<file path="src/rtl/mc_fetch_regs_pkg.sv">
// Shared definitions for the multi-cycle MIPS fetch/register block and its
// controller: next-PC select encodings, opcode constants, instruction field
// bit positions and a sign-extension helper.
package mc_fetch_regs_pkg;

  // next-PC source select
  localparam logic [1:0] PCSRC_ALU    = 2'b00;
  localparam logic [1:0] PCSRC_ALUOUT = 2'b01;
  localparam logic [1:0] PCSRC_JUMP   = 2'b10;
  localparam logic [1:0] PCSRC_REG    = 2'b11;

  // opcodes used by the controller
  localparam logic [5:0] OP_RTYPE = 6'h00;
  localparam logic [5:0] OP_J     = 6'h02;
  localparam logic [5:0] OP_JAL   = 6'h03;
  localparam logic [5:0] OP_BEQ   = 6'h04;
  localparam logic [5:0] OP_BNE   = 6'h05;
  localparam logic [5:0] OP_ADDI  = 6'h08;
  localparam logic [5:0] OP_LW    = 6'h23;
  localparam logic [5:0] OP_SW    = 6'h2B;

  // instruction field bit positions
  localparam int OPCODE_HI = 31;
  localparam int OPCODE_LO = 26;
  localparam int RS_HI     = 25;
  localparam int RS_LO     = 21;
  localparam int RT_HI     = 20;
  localparam int RT_LO     = 16;
  localparam int RD_HI     = 15;
  localparam int RD_LO     = 11;
  localparam int FUNC_HI   = 5;
  localparam int FUNC_LO   = 0;
  localparam int IMM_HI    = 15;
  localparam int IMM_LO    = 0;
  localparam int JIDX_HI   = 25;
  localparam int JIDX_LO   = 0;

  function automatic logic [31:0] sext16(input logic [15:0] v);
    return {{16{v[15]}}, v};
  endfunction

endpackage

</file>
<file path="src/rtl/mc_fetch_regs_next_pc.sv">
// mc_next_pc: combinational next-PC selection and branch resolution.
// Ports:
//   PCWrite, PCWriteCond, branch  controller strobes (branch=1 beq, 0 bne)
//   PCSrc                         next-PC source select
//   alu_result, alu_zero          combinational ALU outputs
//   alu_out, reg_a                holding registers
//   pc_hi                         pc[31:28] for the jump region
//   jump_index                    IR[25:0]
//   next_pc, taken, pc_en         resolved next PC and write enable
module mc_next_pc
  import mc_fetch_regs_pkg::*;
(
  input  logic        PCWrite,
  input  logic        PCWriteCond,
  input  logic        branch,
  input  logic [1:0]  PCSrc,
  input  logic [31:0] alu_result,
  input  logic        alu_zero,
  input  logic [31:0] alu_out,
  input  logic [31:0] reg_a,
  input  logic [3:0]  pc_hi,
  input  logic [25:0] jump_index,
  output logic [31:0] next_pc,
  output logic        taken,
  output logic        pc_en
);

  always_comb begin
    taken = branch ? alu_zero : ~alu_zero;
    // an unconditional write wins regardless of the branch outcome
    pc_en = PCWrite | (PCWriteCond & taken);
    next_pc = alu_result;
    case (PCSrc)
      PCSRC_ALU:    next_pc = alu_result;
      PCSRC_ALUOUT: next_pc = alu_out;
      PCSRC_JUMP:   next_pc = {pc_hi, jump_index, 2'b00};
      PCSRC_REG:    next_pc = reg_a;
      default:      next_pc = alu_result;
    endcase
  end

endmodule

</file>
<file path="src/rtl/mc_fetch_regs.sv">
// mc_fetch_regs: architectural and inter-cycle state of the multi-cycle MIPS
// datapath (PC, IR, MDR, A, B, ALUOut), plus memory address mux, instruction
// field decode, jal link value, retired-instruction counter and a sticky
// misaligned-PC fault flag.
// Ports:
//   clk, rst                     clock; async active-low reset
//   PCWrite..link, PCSrc         controller strobes
//   alu_result, alu_zero         combinational ALU outputs
//   rd_data1, rd_data2           register-file read ports
//   mem_rdata                    combinational memory read data
//   pc, mem_addr, instr          PC, memory address, IR
//   opcode..imm_sh2              IR field decodes
//   mdr, reg_a, reg_b, alu_out   holding registers
//   link_data, instret, pc_fault link value, retire count, fault flag
module mc_fetch_regs
  import mc_fetch_regs_pkg::*;
#(
  parameter logic [31:0] RESET_PC = 32'h0000_0000,
  parameter int          CNT_W    = 32
)
(
  input  logic             clk,
  input  logic             rst,
  input  logic             PCWrite,
  input  logic             PCWriteCond,
  input  logic             branch,
  input  logic             IRWrite,
  input  logic             IorD,
  input  logic             MemRead,
  input  logic             link,
  input  logic [1:0]       PCSrc,
  input  logic [31:0]      alu_result,
  input  logic             alu_zero,
  input  logic [31:0]      rd_data1,
  input  logic [31:0]      rd_data2,
  input  logic [31:0]      mem_rdata,
  output logic [31:0]      pc,
  output logic [31:0]      mem_addr,
  output logic [31:0]      instr,
  output logic [5:0]       opcode,
  output logic [5:0]       func,
  output logic [4:0]       rs,
  output logic [4:0]       rt,
  output logic [4:0]       rd,
  output logic [31:0]      imm_sext,
  output logic [31:0]      imm_sh2,
  output logic [31:0]      mdr,
  output logic [31:0]      reg_a,
  output logic [31:0]      reg_b,
  output logic [31:0]      alu_out,
  output logic [31:0]      link_data,
  output logic [CNT_W-1:0] instret,
  output logic             pc_fault
);

  logic [31:0] next_pc;
  logic        taken;
  logic        pc_en;

  // link only steers the register-file write mux outside this block
  logic link_unused;
  assign link_unused = link;

  mc_next_pc u_next_pc (
    .PCWrite     (PCWrite),
    .PCWriteCond (PCWriteCond),
    .branch      (branch),
    .PCSrc       (PCSrc),
    .alu_result  (alu_result),
    .alu_zero    (alu_zero),
    .alu_out     (alu_out),
    .reg_a       (reg_a),
    .pc_hi       (pc[31:28]),
    .jump_index  (instr[JIDX_HI:JIDX_LO]),
    .next_pc     (next_pc),
    .taken       (taken),
    .pc_en       (pc_en)
  );

  always_ff @(posedge clk or negedge rst) begin
    if (!rst) begin
      pc       <= RESET_PC;
      instr    <= '0;
      mdr      <= '0;
      reg_a    <= '0;
      reg_b    <= '0;
      alu_out  <= '0;
      instret  <= '0;
      pc_fault <= 1'b0;
    end else begin
      if (pc_en) begin
        pc <= next_pc;
        // misaligned targets are still written; the flag records it
        if (next_pc[1:0] != 2'b00) pc_fault <= 1'b1;
      end
      if (IRWrite) begin
        instr   <= mem_rdata;
        instret <= instret + CNT_W'(1);
      end
      if (MemRead && IorD) mdr <= mem_rdata;
      reg_a   <= rd_data1;
      reg_b   <= rd_data2;
      alu_out <= alu_result;
    end
  end

  always_comb begin
    mem_addr  = IorD ? alu_out : pc;
    opcode    = instr[OPCODE_HI:OPCODE_LO];
    rs        = instr[RS_HI:RS_LO];
    rt        = instr[RT_HI:RT_LO];
    rd        = instr[RD_HI:RD_LO];
    func      = instr[FUNC_HI:FUNC_LO];
    imm_sext  = sext16(instr[IMM_HI:IMM_LO]);
    imm_sh2   = {imm_sext[29:0], 2'b00};
    link_data = pc;
  end

endmodule

</file>
<file path="config.mk">
export PLATFORM = sky130hd
export DESIGN_NAME = mc_fetch_regs
export DESIGN_NICKNAME = d
export VERILOG_FILES = /design/src/rtl/mc_fetch_regs_pkg.sv /design/src/rtl/mc_fetch_regs_next_pc.sv /design/src/rtl/mc_fetch_regs.sv
export SDC_FILE = /design/constraint.sdc
export NUM_CORES = 1
export LEC_CHECK = 0
export CORE_AREA = 4 4 198 200
export CTS_CLUSTER_SIZE = 16
export DETAILED_ROUTE_END_ITERATION = 12
export DIE_AREA = 0 0 202 204
export GPL_ROUTABILITY_DRIVEN = 1
export SYNTH_ARGS = -nofsm -noshare
export SYNTH_HDL_FRONTEND = slang
export SYNTH_SLANG_ARGS = --single-unit
export TNS_END_PERCENT = 1
</file>
<file path="constraint.sdc">
create_clock -name clk -period 4.6 [get_ports clk]
set_clock_uncertainty 0.15 [all_clocks]
set_input_delay 0.92 -clock clk [delete_from_list [all_inputs] [get_ports clk]]
set_output_delay 0.92 -clock clk [all_outputs]
set_load 0.02 [all_outputs]
</file>
; ---- Word level (Yosys, flattened, before mapping)
; Cells that the tools add are included.
; W data, S select, Z words.
[word_totals]
latchBits = 0
out_inout_bits = 380
input_bits = 140
mem_count = 0
mem_bits_rw = 0
elab_cells = 25
ff_bits = 225
mem_bits_ro = 0
[op_classes]
reduce_logical = 5
shifts = 0
bitwise_logic = 4
multipliers = 0
muxes = 3
n_addsub = 1
div_mod_pow = 0
order_cmp = 0
n_eq_ne = 3
[op_table]
columns = op, count
row1 = $pmux W32 S4, 1
row2 = $add A32 B1 Y32 const B, 1
row3 = $mux W32, 1
row4 = $eq A2 B2 Y1 const B, 2
row5 = $reduce_and A2 Y1, 2
row6 = $eq A2 B1 Y1 const B, 1
row7 = $logic_not A2 Y1, 1
row8 = $not A1 Y1, 2
row9 = $reduce_bool A2 Y1, 1
row10 = $and A1 B1 Y1, 1
row11 = $logic_and A1 B1 Y1, 1
row12 = $mux W1, 1
row13 = $or A1 B1 Y1, 1

; ---- Depth between registers and ports, before layout
[depth]
word_depth = 5
ltp_mapped = 6
mapped_depth_nobuf = 5

; ---- Cells and area by module
; A second synthesis with hierarchy kept.
[unflattened]
cells_unflattened = 630
hier_area_um2 = 9550.4
[by_module_without_submodules]
columns = mod, area_per_inst_um2, seq_area_each_um2, n_inst, cells_per_inst
row1 = mc_fetch_regs, 8720.9, 5630.4, 1, 585
row2 = mc_next_pc, 829.5, 0.0, 1, 45

; ---- Least setup slack after synthesis
; Ideal clock, no wire load.
[synth_timing]
kind = input-to-output
startpoint = input IorD
endpoint = output mem_addr[10]
slack_ps = 1647
t_arrival_ps = 1883
n_path_buf = 2
required_time_ps = 3530
cell_stages = 3
cell_sequence = clkbuf_1 -> clkbuf_1 -> mux2_2
[synth_between]
elab_chain_len = 1
[synth_lines]
columns = element, line
row1 = "start, declared", mc_fetch_regs.sv:28  ; input logic IorD,
row2 = $mux W32, mc_fetch_regs.sv:108  ; mem_addr = IorD ? alu_out : pc;
row3 = "end, declared", mc_fetch_regs.sv:38  ; output logic [31:0] mem_addr,
; No other way between the ends.

; ---- Worst setup path in the final report
[layout_timing]
startpoint = input IorD
endpoint = output mem_addr[15]
; The elaborated chain is that of the path after synthesis.

==> impl_metrics.yaml <==
floorplanning:
  die-width_um: 202
  fp.dieArea_um2: 41200
  initial_core_util_pct: 25.6
  rows: 71
  core_um2: 37400
  die_y_um: 204
  ioPinCount: 520
power_and_ir_drop:
  p_leak_uw: 0.00633
  ir_worst_vdd_mv: 0.250
  power.density_nw_per_um2: 401
timing:
  finalSetupViolCount: 0
  slew_headroom_pct: 27.9
  fmax_ghz: 0.274
  hold_viol_final: 0
  hold_slack_ns: 0.303
  worst_pin_slew_ns: 1.08
  rsz0062_at_grt: "no"
  fin_crit_ns: 3.64
  tns_ns: 0
  maxSlewViolCount: 0
  period_share_pct: 79.2
cts:
  clk_latency_ns: 0.54
  root_buffer: "clkbuf_16"
  htreeDepth: 1
  post_cts_resized: 0
  cts_buffer_depth: 3
  cts_setup_buffers: 0
  cts_buffers: 27
  cts_tree: "yes"
  cts_sinks: 225
  path_clk_slew_ns: 0.06
  postCtsHoldBufs: 0
grt:
  grt_pass1_vias: 7377
  grt_max_degree: 106
  grt_pass1_wl_um: 47900
  grt_usage_pct: 14.9
  gr-total-overflow: 0
  grt_antenna_before_repair: 1
placement:
  gp_congestion: 0.793
  io_buffers: 516
  place_hpwl_um: 24200
yosys:
  yosys_register_bits: 225
  synth-edff-count: 0
  async_flop_share_pct: 100
  avgSynthCellArea_um2: 13.6
  synth_commonest_cells: "225 x dfrtp_1, 123 x buf_4, 101 x mux2_2"
  yosysMostFrequentCell: "dfrtp_1"
  ys_types: 35
  synth_area_leader_cell: "dfrtp_1"
  syn_inst: 707
  synthFlopType: "dfrtp_1"
  yosysWarnings: 0
  synth_area_um2: 9590
  yosysTopAreaCellShare_pct: 58.7
  ys_top_cells_by_area: "dfrtp_1 59%, mux2_2 12%, buf_4 9.6%"
  ys_seq_area_share_pct: 58.7
routing:
  ant_nets: 0
  via_per_inst: 4.15
  vias: 6808
  initialDrtViolationCount: 225
  drcViolationCount: 0
  wl_um: 32300
  dr.pass1.iters: 4
  detail_route.wl_per_cell_um: 19.7
cells_and_area:
  final_nets: 1251
  area_delta_synth_final_pct: 59.4
  utilization_pct: 40.9
  post_route_cells_drive_above_1_share_pct: 16.8
critical_path:
  crit_path_cell_trace: "buf_2 -> mux2_2 -> clkdlybuf4s50_1"
  arrival_ns: 2.57
  cp_slowest_cell: "buf_2"
  endpoint_kind: "output port"
  worstPathRequired_ns: 3.53
  crit_fanout: 33
  max_stage_delay_ns: 0.65
  timing.critical_path.from_type: "input pin"
  critical_path_class: "in2out"
run_status:
  status: "complete, no violations"
flow_run:
  drv_cap: 0
min_path:
  hold_class: "in2async"
## sequential cells by signal (all words and copies together), names as in the netlist
name / flops
alu_out: 32
instr: 32
instret: 32
link_data: 32
mdr: 32
pc_fault: 1
reg_a: 32
reg_b: 32
## worst paths after layout
path	start	endpoint	slack (ns)	cells after the start
hold reg to reg	instret[31]	instret[31]	0.32	1
max in group asynchronous	rst	reg_a[24]	3.11	2
min in group clk	instret[31]	instret[31]	0.32	1
setup reg to reg	instret[0]	instret[16]	2.68	5
hold / removal	rst	instret[30]	0.30	1
setup / recovery	IorD	mem_addr[15]	0.96	3
## cell type report
| cell class | count | area [um2] |
|---|---|---|
| sequential | 225 | 5630 |
| clock inverter | 7 | 103 |
| timing repair buffer | 522 | 5220 |
| clock buffer | 40 | 764 |
| inverter | 2 | 7.51 |
| fill | 3589 | 22100 |
| tap | 511 | 639 |
| antenna | 1 | 2.50 |
| multi-input combinational | 332 | 2920 |
## per-layer routing
| metal | up-vias | GRT usage, % | wire [um] |
|---|---|---|---|
| met4 | 2 | 3.78 | 809 |
| met2 | 273 | 25.5 | 16100 |
| met1 | 3379 | 18.8 | 13100 |
| met5 | - | 0 | 20 |
| li1 | 3110 | - | - |
| met3 | 44 | 3.81 | 2240 |
## metrics by stage
step                instance area (um2)  worst slack (ns)  std cells  power, uW
floorplan                          9590              1.65        708       3270
global placement                  14400             0.951       1592       4090
detailed placement                14400             0.952       1592       4110
CTS                               15300             0.945       1639       6260
global route                      15300             0.904       1639       6430
finish                            15300             0.955       1640       6130
## power breakdown
part | leakage [uW] | switching (uW) | internal (uW)
combinational | 0.00321 | 808 | 859
clock | 0.000422 | 823 | 1260
sequential | 0.00270 | 221 | 2170
total | 0.00633 | 1850 | 4280
## cells in the final DEF, fill, tap and decap left out, types with 3 or more instances in the layout
cell,count
o21ai_0,7
clkbuf_1,9
mux4_2,26
nand2_1,93
xor2_1,9
dfrtp_1,225
nor2_1,12
nand2b_1,5
and3_1,6
and4_1,3
o22ai_1,4
clkbuf_16,27
a22oi_1,4
buf_2,4
xnor2_1,23
nand3_1,14
nand4_1,6
clkinv_2,3
mux2_2,101
clkbuf_8,4
buf_4,4
clkdlybuf4s50_1,511
## cell families (layout without fill, tap and decap cells)
kind of cell    count (synthesis)  count (layout)  synth area share, %
buf+inv                       151             571                 11.0
xor+xnor                       32              32                 2.92
simple gates                  151             151                 7.89
compound gates                 17              17                 1.11
fa+ha+maj                       1               1                0.130
other cells                     1               3               0.0391
mux                           129             129                 18.2
flops                         225             225                 58.7
## critical path, delay by kind of cell
kind	cells	cell delay, ns
multiplexers	1	0.42
buffers and inverters	2	1.20
Note: power is estimated with default switching activity, not from simulation.
